## config.mk

```make
export PLATFORM = sky130hd
export DESIGN_NAME = regfile_wb_arbiter
export DESIGN_NICKNAME = d
export VERILOG_FILES = /design/src/rtl/regfile_wb_arbiter.sv
export SDC_FILE = /design/constraint.sdc
export NUM_CORES = 1
export LEC_CHECK = 0
export CAP_MARGIN = 20
export CORE_MARGIN = 5
export CORE_UTILIZATION = 38
export DETAILED_ROUTE_END_ITERATION = 12
export GPL_ROUTABILITY_DRIVEN = 0
export PLACE_DENSITY = 0.81
export SYNTH_ARGS = -nofsm -noshare
export SYNTH_HDL_FRONTEND = slang
export SYNTH_SLANG_ARGS = --single-unit
```

## constraint.sdc

```tcl
create_clock -name clk -period 2.7 [get_ports clk]
set_clock_uncertainty 0.15 [all_clocks]
set_input_delay 0.54 -clock clk [delete_from_list [all_inputs] [get_ports clk]]
set_output_delay 0.54 -clock clk [all_outputs]
set_load 0.005 [all_outputs]
```

## src/rtl/regfile_wb_arbiter.sv

```systemverilog
// Round-robin arbiter for the register file's single write port, plus the
// per-register busy scoreboard that the issue stage uses for hazard checks.
module regfile_wb_arbiter #(
   parameter int WIDTH = 32,
   parameter int NREQ  = 3
) (
   input  logic                  clk,
   input  logic                  rst_n,
   input  logic [NREQ-1:0]       req_valid,
   input  logic [5*NREQ-1:0]     req_reg,
   input  logic [WIDTH*NREQ-1:0] req_data,
   output logic [NREQ-1:0]       req_ready,
   input  logic                  issue_valid,
   input  logic [4:0]            issue_reg,
   output logic                  RegWrite,
   output logic [4:0]            w_reg,
   output logic [WIDTH-1:0]      write_data,
   output logic [31:0]           busy
);

   localparam int PTR_W = (NREQ > 1) ? $clog2(NREQ) : 1;

   logic [PTR_W-1:0] ptr;
   logic [PTR_W-1:0] ptr_next;
   logic [PTR_W-1:0] grant_idx;
   logic             grant_found;
   logic [4:0]       grant_reg;
   logic [WIDTH-1:0] grant_data;
   logic [31:0]      busy_next;
   int               cand;

   // Search from ptr upward, wrapping, and take the first valid requester.
   always_comb begin
      grant_found = 1'b0;
      grant_idx   = '0;
      cand        = 0;
      for (int k = 0; k < NREQ; k++) begin
         cand = int'(ptr) + k;
         if (cand >= NREQ) begin
            cand = cand - NREQ;
         end
         if (!grant_found && req_valid[cand]) begin
            grant_found = 1'b1;
            grant_idx   = cand[PTR_W-1:0];
         end
      end
   end

   always_comb begin
      grant_reg  = '0;
      grant_data = '0;
      req_ready  = '0;
      for (int i = 0; i < NREQ; i++) begin
         if (grant_idx == PTR_W'(i)) begin
            grant_reg  = req_reg[5*i +: 5];
            grant_data = req_data[WIDTH*i +: WIDTH];
         end
         req_ready[i] = rst_n & grant_found & (grant_idx == PTR_W'(i));
      end
   end

   always_comb begin
      if (grant_idx == PTR_W'(NREQ-1)) begin
         ptr_next = '0;
      end else begin
         ptr_next = grant_idx + PTR_W'(1);
      end
   end

   // Clear first, then set: a same-edge issue means a newer producer is in flight.
   always_comb begin
      busy_next = busy;
      if (grant_found && grant_reg != 5'd0) begin
         busy_next[grant_reg] = 1'b0;
      end
      if (issue_valid && issue_reg != 5'd0) begin
         busy_next[issue_reg] = 1'b1;
      end
      busy_next[0] = 1'b0;
   end

   always_ff @(posedge clk or negedge rst_n) begin
      if (!rst_n) begin
         ptr        <= '0;
         RegWrite   <= 1'b0;
         w_reg      <= '0;
         write_data <= '0;
         busy       <= '0;
      end else begin
         busy <= busy_next;
         if (grant_found) begin
            ptr        <= ptr_next;
            RegWrite   <= (grant_reg != 5'd0);
            w_reg      <= grant_reg;
            write_data <= grant_data;
         end else begin
            RegWrite <= 1'b0;
         end
      end
   end

endmodule
```

==> flow_metrics.py <==
metrics = {
    "outcome": {
        "status": "complete, but fails checks",
        "failed_checks": "negative setup slack",
    },
    "logic_synthesis": {
        "yosysWarnings": 0,
        "syn_area_per_cell_sq_um": 9.19,
        "ys_async_sr_fraction_pct": 100,
        "synth-main-ff-cell": "dfrtp_1",
        "ys_ff_latch": 71,
        "synthCells": 451,
        "ys_seq_area_share_pct": 42.9,
        "mappedNetlistArea_sq_um": 4140,
        "syn_nets": 577,
        "synth_edf_count": 0,
        "yosys.cell_types.count": 49,
    },
    "floorplanning": {
        "initial_core_util_pct": 38.6,
        "pin_count": 195,
        "die_w_um": 114,
        "coreArea_sq_um": 10700,
        "die_h_um": 114,
        "fp.dieArea_sq_um": 13100,
        "rows": 38,
    },
    "cells_and_area": {
        "area_growth_pct": 79.4,
        "nets": 804,
        "largest_reg_flops": 32,
        "postLayoutCellArea_sq_um": 7430,
        "drive_gt1_share_pct": 25.3,
        "fillerInstances": 770,
        "diodes": 0,
    },
    "grt": {
        "grt_max_degree": 65,
        "grt_pass1_wl_mm": 22.8,
        "grt.total_usage_pct": 21.7,
        "grt_pass1_vias": 4673,
        "antenna_found_initial": 0,
        "gr-total-overflow": 0,
    },
    "power_and_ir_drop": {
        "p_seq_share_pct": 21.0,
        "switching_share_pct": 40.9,
        "total_power_mw": 9.43,
        "pwr-share-clk_pct": 7.9,
        "p_leak_nw": 3.12,
        "p_switching_mw": 3.85,
        "combPwrFrac_pct": 71.1,
        "peakVddDrop_mv": 0.702,
        "p_int_mw": 5.58,
        "powerDensity_nw_per_um2": 1270,
    },
    "timing": {
        "finalSetupTns_ns": -9.37,
        "holdWs_ns": 0.0805,
        "clock.fmax_ghz": 0.337,
        "slew_viol_final": 0,
        "hold_viol": 0,
        "period_share_pct": 110,
        "worstMarginPinSlew_ns": 0.647,
        "maxSlewHeadroom_pct": 56.9,
        "period_needed_ns": 2.97,
        "setup_ws_ns": -0.267,
        "setup_viol": 70,
        "rsz0062_at_grt": "yes",
    },
    "route": {
        "vias": 4573,
        "drc": 0,
        "wl_mm": 15.7,
        "vias_per_cell": 5.57,
        "drt_iter0_markers": 288,
        "antenna_left": 0,
        "first_pass_iters": 5,
        "wl_per_cell_um": 19.1,
    },
    "worst_setup_path": {
        "cpMaxStageDelayCell": "dfrtp_2",
        "crit_family": "compound AO/OA/AOI/OAI gates",
        "arrival_ns": 3.03,
        "path_common_cell": "buf_4",
        "worstPathMaxFanout": 7,
        "required_ns": 2.76,
        "crit_chain": "buf_4 -> ha_4 -> nor2b_1 -> o21a_1 -> o32a_4 -> buf_4 -> nor4_2 -> buf_4 -> a211o_4 -> nor3b_4 -> buf_6 -> a41oi_2",
        "slowest_delay_ns": 0.42,
        "endpoint_kind": "flip-flop",
        "path_class": "reg -> reg",
        "start_kind": "flip-flop",
        "crit_buf_inv": 4,
    },
    "clock_network": {
        "cts_tree": "built",
        "cts_sinks": 71,
        "clk-insertion-delay-late_ns": 0.34,
        "cts_root_buf": "clkbuf_8",
        "clk_pin_slew_worst_paths_ns": 0.08,
        "cts_made_buffers": 9,
        "h-tree-depth": 3,
        "holdBufCountCts": 0,
        "cts_buffer_depth": 2,
    },
    "placement": {
        "placed_area_sq_um": 6420,
        "place_ws_ns": -0.535,
        "dp_hpwl_mm": 10.7,
        "port_buffers": 193,
    },
    "run": {
        "cap_violations": 0,
    },
    "min_path": {
        "holdCritPathClass": "in -> async",
    },
}
==> worst register-to-register path, delay by kind of cell, from the launching register on <==
family                     cells  cell delay [ns]
DFF                            1             0.42
and+or+nand+nor                3             0.61
adders and majority gates      1             0.16
AOI/OAI and AO/OA              4             0.84
buffers and inverters          4             0.66
==> synthesized netlist by cell type, types with 2 or more instances <==
cell	instances	share of area (%)
nor4b_1	3	0.63
or2_2	2	0.30
nand3b_1	4	0.72
nor2_1	101	9.2
o21ai_0	7	0.85
a41oi_1	6	1.3
o211ai_1	2	0.36
nand2b_1	3	0.45
o221a_2	2	0.54
dfrtp_1	71	43
nand2_1	18	1.6
a21o_1	32	5.8
a21oi_1	26	3.1
a31oi_1	21	3.2
nor3b_4	2	0.91
nor3_1	4	0.48
mux2i_1	35	8.5
or3b_2	2	0.42
nor4_1	2	0.30
o21a_1	2	0.36
inv_1	7	0.63
buf_2	8	0.97
and2_1	3	0.45
clkbuf_1	17	1.5
ha_1	4	1.2
buf_4	3	0.54
buf_6	4	1.1
and3_1	4	0.60
nor3b_1	2	0.36
a211oi_1	32	5.8
nor2b_1	3	0.45
and3b_1	2	0.42
==> metal layers <==
metal | vias to the layer above | GRT usage (%) | routed length [um]
met4 | 0 | 10.1 | 437
li1 | 2086 | - | -
met2 | 276 | 37.5 | 8090
met5 | - | 0 | 0
met3 | 42 | 5.44 | 1320
met1 | 2169 | 25.2 | 5810
==> final cells by class <==
class	count	area [sq um]	share of cell area, %
timing repair buffer	249	2500	33.6
inverter	7	26.3	0.353
clock inverter	1	5.00	0.0673
multi-input combinational	340	2790	37.5
tap	140	175	2.36
clock buffer	13	159	2.14
sequential	71	1780	23.9
==> final timing paths <==
path                                  end           from  cells past startpoint  slack, ns
max reg2reg                      busy[30]         ptr[0]                     12      -0.27
max in group asynchronous          ptr[1]          rst_n                      2       1.69
min reg2reg                 write_data[5]  write_data[5]                      1       0.33
max                              busy[30]         ptr[0]                     12      -0.27
min                        write_data[25]          rst_n                      2       0.08
min in group clk            write_data[5]  write_data[5]                      1       0.33
==> power groups by stage <==
stage | Clock [mW] | Combinational, mW | Sequential, mW
after detailed placement | 0 | 5.03 | 1.98
after global routing | 0.810 | 7.13 | 2.04
after CTS | 0.762 | 5.68 | 1.97
after global placement | 0 | 4.86 | 1.97
after floorplan | 0 | 2.83 | 1.96
final | 0.749 | 6.70 | 1.98
==> per-stage QoR <==
| step | instances | utilization, % |
|---|---|---|
| global route | 821 | 69.2 |
| finish | 821 | 69.2 |
| detailed placement | 786 | 59.7 |
| global placement | 786 | 59.7 |
| floorplan | 451 | - |
| CTS | 813 | 64.4 |
==> layout by cell type (no fill, tap or decap), types with 3 or more instances in the layout <==
| cell | instances |
|---|---|
| nand2_1 | 17 |
| a21oi_2 | 3 |
| mux2i_2 | 14 |
| a31oi_1 | 13 |
| a31oi_2 | 3 |
| ha_4 | 3 |
| nor3_1 | 3 |
| nor2_4 | 3 |
| nand3b_1 | 4 |
| buf_2 | 3 |
| a211oi_1 | 12 |
| buf_12 | 3 |
| and3_1 | 4 |
| a211oi_2 | 20 |
| dfrtp_1 | 69 |
| inv_1 | 5 |
| buf_4 | 35 |
| mux2i_1 | 14 |
| clkbuf_8 | 11 |
| a41oi_2 | 4 |
| nor2b_1 | 3 |
| clkdlybuf4s50_1 | 189 |
| a21oi_1 | 23 |
| mux2i_4 | 7 |
| buf_6 | 13 |
| nor2_1 | 98 |
| nor3_4 | 3 |
| a31oi_4 | 5 |
| a21o_1 | 32 |
| buf_8 | 3 |
==> what timing repair did <==
item | in CTS | in global routing
buffers inserted | 13 | 6
gates resized for setup | 60 | 83
pin swaps | 21 | 50
cloned | 0 | 3
endpoints found under the setup margin | 71 | 71
==> kinds of logic after synthesis <==
| family | Yosys count | synth area share (%) |
|---|---|---|
| AND/OR/NAND/NOR | 161 | 18.9 |
| AO/OA/AOI/OAI | 138 | 23.3 |
| flip-flops | 71 | 42.9 |
| buffers and inverters | 40 | 4.86 |
| multiplexers | 36 | 8.73 |
| adder cells (fa/ha/maj) | 4 | 1.21 |
| other | 1 | 0.0905 |
(Power assumes the default switching activity.)
